--- config.mk ---
export PLATFORM = sky130hd
export DESIGN_NAME = sub_word_arbiter
export DESIGN_NICKNAME = d
export VERILOG_FILES = /design/src/rtl/sub_word_arbiter.sv
export SDC_FILE = /design/constraint.sdc
export NUM_CORES = 1
export LEC_CHECK = 0
export CAP_MARGIN = 20
export CORE_MARGIN = 8
export CORE_UTILIZATION = 31
export DETAILED_ROUTE_END_ITERATION = 8
export PLACE_DENSITY_LB_ADDON = 0.05
export SLEW_MARGIN = 20
export SYNTH_ARGS = -nofsm -noshare
export SYNTH_HDL_FRONTEND = slang
export SYNTH_SLANG_ARGS = --single-unit
--- constraint.sdc ---
create_clock -name CLK -period 1.3 [get_ports CLK]
set_clock_uncertainty 0.15 [all_clocks]
set_input_delay 0.26 -clock CLK [delete_from_list [all_inputs] [get_ports CLK]]
set_output_delay 0.26 -clock CLK [all_outputs]
set_load 0.03 [all_outputs]
--- src/rtl/sub_word_arbiter.sv ---
// rtl/sub_word_arbiter.sv - two-requester arbiter in front of one shared Sub_Word unit
//
// Purpose:
//   Grants one 32-bit word per cycle from either the key-expansion requester (0)
//   or the round datapath requester (1), drives the shared Sub_Word input
//   register, and follows each accepted word through the ROM latency with a
//   {valid, id} tag pipeline so the substituted word returns to its issuer,
//   in acceptance order, at one word per cycle.
//
// Configuration:
//   SUB_WORD_ARB_RR_EN  defined   -> round-robin on conflict (1-bit pointer)
//                       undefined -> requester 0 always wins on conflict
//
// Parameters:
//   ROM_LAT     read latency of the shared Sub_Word in clock edges (1..4)
//
// Ports:
//   CLK, RST               clock; synchronous active-high reset
//   REQx_VALID/DATA/READY  request handshake for requester x (0 or 1)
//   RSPx_VALID/DATA        returned substituted word for requester x
//   SW_IN                  registered word to the shared Sub_Word input
//   SW_OUT                 shared Sub_Word output
//   BUSY                   at least one accepted word is still in flight

module sub_word_arbiter #(
  parameter int ROM_LAT = 1
) (
  input  logic        CLK,
  input  logic        RST,
  input  logic        REQ0_VALID,
  input  logic [0:31] REQ0_DATA,
  output logic        REQ0_READY,
  output logic        RSP0_VALID,
  output logic [0:31] RSP0_DATA,
  input  logic        REQ1_VALID,
  input  logic [0:31] REQ1_DATA,
  output logic        REQ1_READY,
  output logic        RSP1_VALID,
  output logic [0:31] RSP1_DATA,
  output logic [0:31] SW_IN,
  input  logic [0:31] SW_OUT,
  output logic        BUSY
);

  // Stage k of the tag pipeline lines up with the word that entered SW_IN
  // k+1 edges ago; the last stage lines up with SW_OUT.
  localparam int DEPTH = ROM_LAT + 1;

  logic [DEPTH-1:0] tag_valid;
  logic [DEPTH-1:0] tag_id;
  logic             grant1;   // 1: requester 1 wins this cycle
  logic             accept;

`ifdef SUB_WORD_ARB_RR_EN
  logic rr_ptr;               // favoured requester on conflict

  always_comb begin
    grant1 = 1'b0;
    if (REQ0_VALID && REQ1_VALID) begin
      grant1 = rr_ptr;
    end else begin
      grant1 = REQ1_VALID;
    end
  end

  // Pointer hands priority to the other requester after every accept.
  always_ff @(posedge CLK) begin
    if (RST) begin
      rr_ptr <= 1'b0;
    end else if (accept) begin
      rr_ptr <= ~grant1;
    end
  end
`else
  always_comb begin
    grant1 = 1'b0;
    grant1 = REQ1_VALID && !REQ0_VALID;
  end
`endif

  assign REQ0_READY = !RST && REQ0_VALID && !grant1;
  assign REQ1_READY = !RST && REQ1_VALID && grant1;
  assign accept     = REQ0_READY || REQ1_READY;

  // SW_IN holds its value when idle so the always-enabled ROMs do not toggle.
  always_ff @(posedge CLK) begin
    if (RST) begin
      SW_IN     <= 32'h0;
      tag_valid <= '0;
      tag_id    <= '0;
    end else begin
      if (accept) begin
        SW_IN <= grant1 ? REQ1_DATA : REQ0_DATA;
      end
      tag_valid <= {tag_valid[DEPTH-2:0], accept};
      tag_id    <= {tag_id[DEPTH-2:0], grant1};
    end
  end

  // Responses and BUSY are masked during reset so in-flight tags never leak.
  assign RSP0_VALID = !RST && tag_valid[DEPTH-1] && !tag_id[DEPTH-1];
  assign RSP1_VALID = !RST && tag_valid[DEPTH-1] &&  tag_id[DEPTH-1];
  assign RSP0_DATA  = SW_OUT;
  assign RSP1_DATA  = SW_OUT;
  assign BUSY       = !RST && (|tag_valid);

endmodule

== Yosys cells after proc, flatten, opt, wreduce, memory -nomap -nowiden ==
Index checks and enable logic that the tools add are counted.
Operators by class
  $mul: 0
  reductions and logical operators: 15
  shift operators: 0
  eq/ne operators: 0
  multiplexer cells: 1
  div/mod/pow operators: 0
  bitwise logic cells: 0
  add/subtract/negate cells: 0
  $lt $le $gt $ge: 0
Operator list (count)
  $mux 32: 1
  $logic_and 1x1->1: 9
  $logic_not 1->1: 4
  $reduce_or 2->1: 1
  $logic_or 1x1->1: 1
Word-level totals
  memory bits (read-only): 0
  output and inout port bits: 101
  memory bits (writable): 0
  memories: 0
  word-level logic and storage cells: 19
  bits of input ports: 100
  latch bits: 0
  bits in registers: 36

== Depth between registers and ports, before layout ==
  depth in word-level cells: 5
  mapped depth: 4

== Worst setup path before layout ==
OpenSTA, ideal clock, no wires.
  path kind: input to output
  start point: in REQ1_VALID
  end point: out REQ1_READY
  stages on the path: 3
  data arrival time: 1.292 ns
  setup slack: -0.402 ns
  required time: 0.890 ns
  cell sequence: buf_6 -> buf_8 -> nor3b_1
On the way
  word-level cells in the longest chain between the ends: 2
  elaborated cells on any way between the ends: 3
RTL lines
  start: declaration: line 35  | input logic REQ1_VALID,
  $logic_and 1x1->1, on equally long branches: line 82, 77
  $logic_and 1x1->1 (*): line 82  | assign REQ1_READY = !RST && REQ1_VALID && grant1;
  end: declaration: line 37  | output logic REQ1_READY,
Mark *: on every way between the ends. The rest lies on a longest branch, timed or not.

== Worst setup path after layout ==
  start point: reg tag_valid[1]
  end point: out RSP0_VALID
On the way
  word-level cells in the longest chain between the ends: 2
RTL lines
  start: declaration: line 49  | logic [DEPTH-1:0] tag_valid;
  start signal: assignment: line 95  | tag_valid <= {tag_valid[DEPTH-2:0], accept};
  $logic_and 1x1->1 (2 in series): line 101  | assign RSP0_VALID = !RST && tag_valid[DEPTH-1] && !tag_id[DEPTH-1];
  end: declaration: line 33  | output logic RSP0_VALID,
Every way passes these cells.

==> results.cfg <==
[drt]
antenna_left = 0
routed_wl_um = 6240
detailroute.via_count = 1598
wire_per_inst_um = 18.0
first_pass_iters = 3
detail_route.vias_per_cell = 4.62
drc = 0
drt-initial-drc-count = 36

[floorplan]
num_rows = 30
design.core.area_sq_um = 6760
die_h_um = 99.4
start_util_pct = 31.9
fp.dieW_um = 99.4
die-area_sq_um = 9870
boundaryPins = 201

[pwr]
combinationalPowerShare_pct = 27.7
power.internal_uw = 2030
clkPwrFrac_pct = 29.2
p_sw_uw = 818
power.total_uw = 2850
power_density_nw_per_um2 = 1010
irDropWorstVdd_mv = 0.332
swShare_pct = 28.7
p_leak_uw = 0.00119
pwr-share-seq_pct = 43.1

[setup_path]
rr_startpoint = SW_IN[29]
critPathMaxFanout = 3
rrSetupSlack_ns = 0.41
end_kind = output port
worstReg2RegEnd = SW_IN[29]
worstSetupPathType = register to output port
rr_worst_depth = 2
crit_arrival_ns = 0.95
worstPathRequired_ns = 0.89
critPathLaunchType = register

[global_route]
grt_overflow = 0
grt_max_degree = 29
grt_pass1_wl_um = 9710
grt.total_usage_pct = 12.3
antenna_found_initial = 0
grt_pass1_vias = 1760

[clocking]
post_cts_buffers = 0
cts_tree = built
ctsHoldBuffers = 0
clock_latency_ns = 0.28
ctsLongestPathBuffers = 2
cts_max_level = 2
cts_made_buffers = 5
cts_root_buf = clkbuf_8
clkTransAtPathRegs_ns = 0.07
cts_sinks = 36

[place]
gp_congestion = 0.666
hpwl_um = 4720
port_buffers = 104
placed_area_sq_um = 2730

[yosys]
ys_seq_area_share_pct = 33.4
syn_inst = 222
yosysUniqueCellTypes = 15
ys.flop_type = dfxtp_1
synth_edf_count = 0
yosys_register_bits = 36
syn_nets = 322
synth-async-reset-ratio_pct = 0
yosysTopAreaCell = dfxtp_1
synth.area.top_cells = dfxtp_1 33%, buf_4 22%, mux2i_1 15%
yosysWarnings = 0
yosysTopAreaCellShare_pct = 33.4
avgSynthCellArea_sq_um = 9.71
synth.most_common_cell = buf_4
synth_area_sq_um = 2150
synth_commonest_cells = 64 x buf_4, 36 x dfxtp_1, 34 x nor2b_1, 32 x mux2i_1, 28 x a211oi_1

[sta]
period_share_pct = 104
worst_pin_slew_ns = 0.254
hold_viol_final = 0
fmax_mhz = 736
rsz0062_at_grt = yes
period_minus_slack_ns = 1.36
finalWorstSetupSlack_ns = -0.0584
whs_ns = 0.292
drv_slew = 0
finalSetupViolCount = 3
tns_ns = -0.129
slew_headroom_pct = 83.1

[worst_hold_path]
worstHoldEndpoint = tag_id[1]
min_from = tag_id[0]
hold_class = register to register
holdPathStages = 1

[layout]
diodes = 0
utilization_pct = 41.9
fin_nets = 365
design_area_sq_um = 2830
fill_cells = 680
area_delta_synth_final_pct = 31.3
drive_above_1_share_pct = 24.8

[run_status]
violations = setup timing
status = finished with violations

[flow_run]
drv_cap = 0
## what timing repair did
action	CTS	global route
gates resized for setup	9	1
pin swaps	2	0
setup endpoints to repair	36	3
gates cloned	0	0
## stage by stage
| stage | setup WS, ns | instances |
|---|---|---|
| 6_report | -0.0584 | 346 |
| 5_1_grt | -0.112 | 346 |
| 4_1_cts | -0.0767 | 346 |
| 3_5_place_dp | -0.374 | 338 |
| 3_3_place_gp | -0.334 | 338 |
| 2_1_floorplan | -0.00622 | 222 |
## logic make-up after synthesis
| kind of cell | count (synthesis) | share of synthesized area, % |
|---|---|---|
| AND/OR/NAND/NOR | 43 | 12.2 |
| buffers and inverters | 79 | 27.4 |
| flip-flops | 36 | 33.4 |
| AO/OA/AOI/OAI | 32 | 12.1 |
| multiplexers | 32 | 14.9 |
## critical path, cell delays in order (launching register included)
cell     delay, ns
dfxtp_2       0.34
nor3b_4       0.18
buf_6         0.15
## flip-flops by register name, summed over array words and instances (netlist names)
register,flops
tag_id,2
SW_IN,32
tag_valid,2
## layout make-up
class / count / area (sq um) / area share (%)
timing repair buffer: 114 / 1040 / 36.9
inverter: 1 / 3.75 / 0.133
tap: 80 / 100 / 3.54
sequential: 36 / 724 / 25.6
multi-input combinational: 107 / 866 / 30.6
clock buffer: 8 / 90.1 / 3.18
## cells in the final DEF, fill, tap and decap left out
master / instances
dfxtp_2: 3
nor2b_1: 34
buf_6: 3
clkdlybuf4s50_1: 64
and3b_1: 1
clkbuf_1: 2
nor3b_1: 1
a211oi_1: 28
clkbuf_8: 6
buf_2: 3
dfxtp_1: 33
buf_4: 42
inv_2: 1
mux2i_1: 32
a211oi_2: 4
nor3b_4: 2
nor2_1: 5
buf_12: 2
## layer usage
metal	GRT usage, %	vias to the layer above	wire length, um
met2	18.9	69	2620
met5	0	-	0
met4	7.22	0	249
met1	14.4	714	2790
li1	-	777	-
met3	4.47	38	573
## power groups by stage
stage | sequential, uW | clock (uW) | combinational (uW)
CTS | 1230 | 878 | 801
floorplan | 1400 | 0 | 625
detailed placement | 1250 | 0 | 796
global route | 1240 | 907 | 839
global placement | 1250 | 0 | 797
finish | 1230 | 832 | 789
## how the worst max path moves through the flow
stage | startpoint | to | slack [ns] | cells after the start
2_1_floorplan | REQ1_VALID | REQ1_READY | -0.006 | 3
3_3_place_gp | REQ0_VALID | REQ0_READY | -0.33 | 4
3_5_place_dp | REQ0_VALID | SW_IN[30] | -0.37 | 4
4_1_cts | tag_id[1] | RSP1_VALID | -0.08 | 2
5_1_grt | tag_valid[1] | RSP0_VALID | -0.11 | 2
6_report | tag_valid[1] | RSP0_VALID | -0.06 | 2
(Power assumes the default switching activity.)
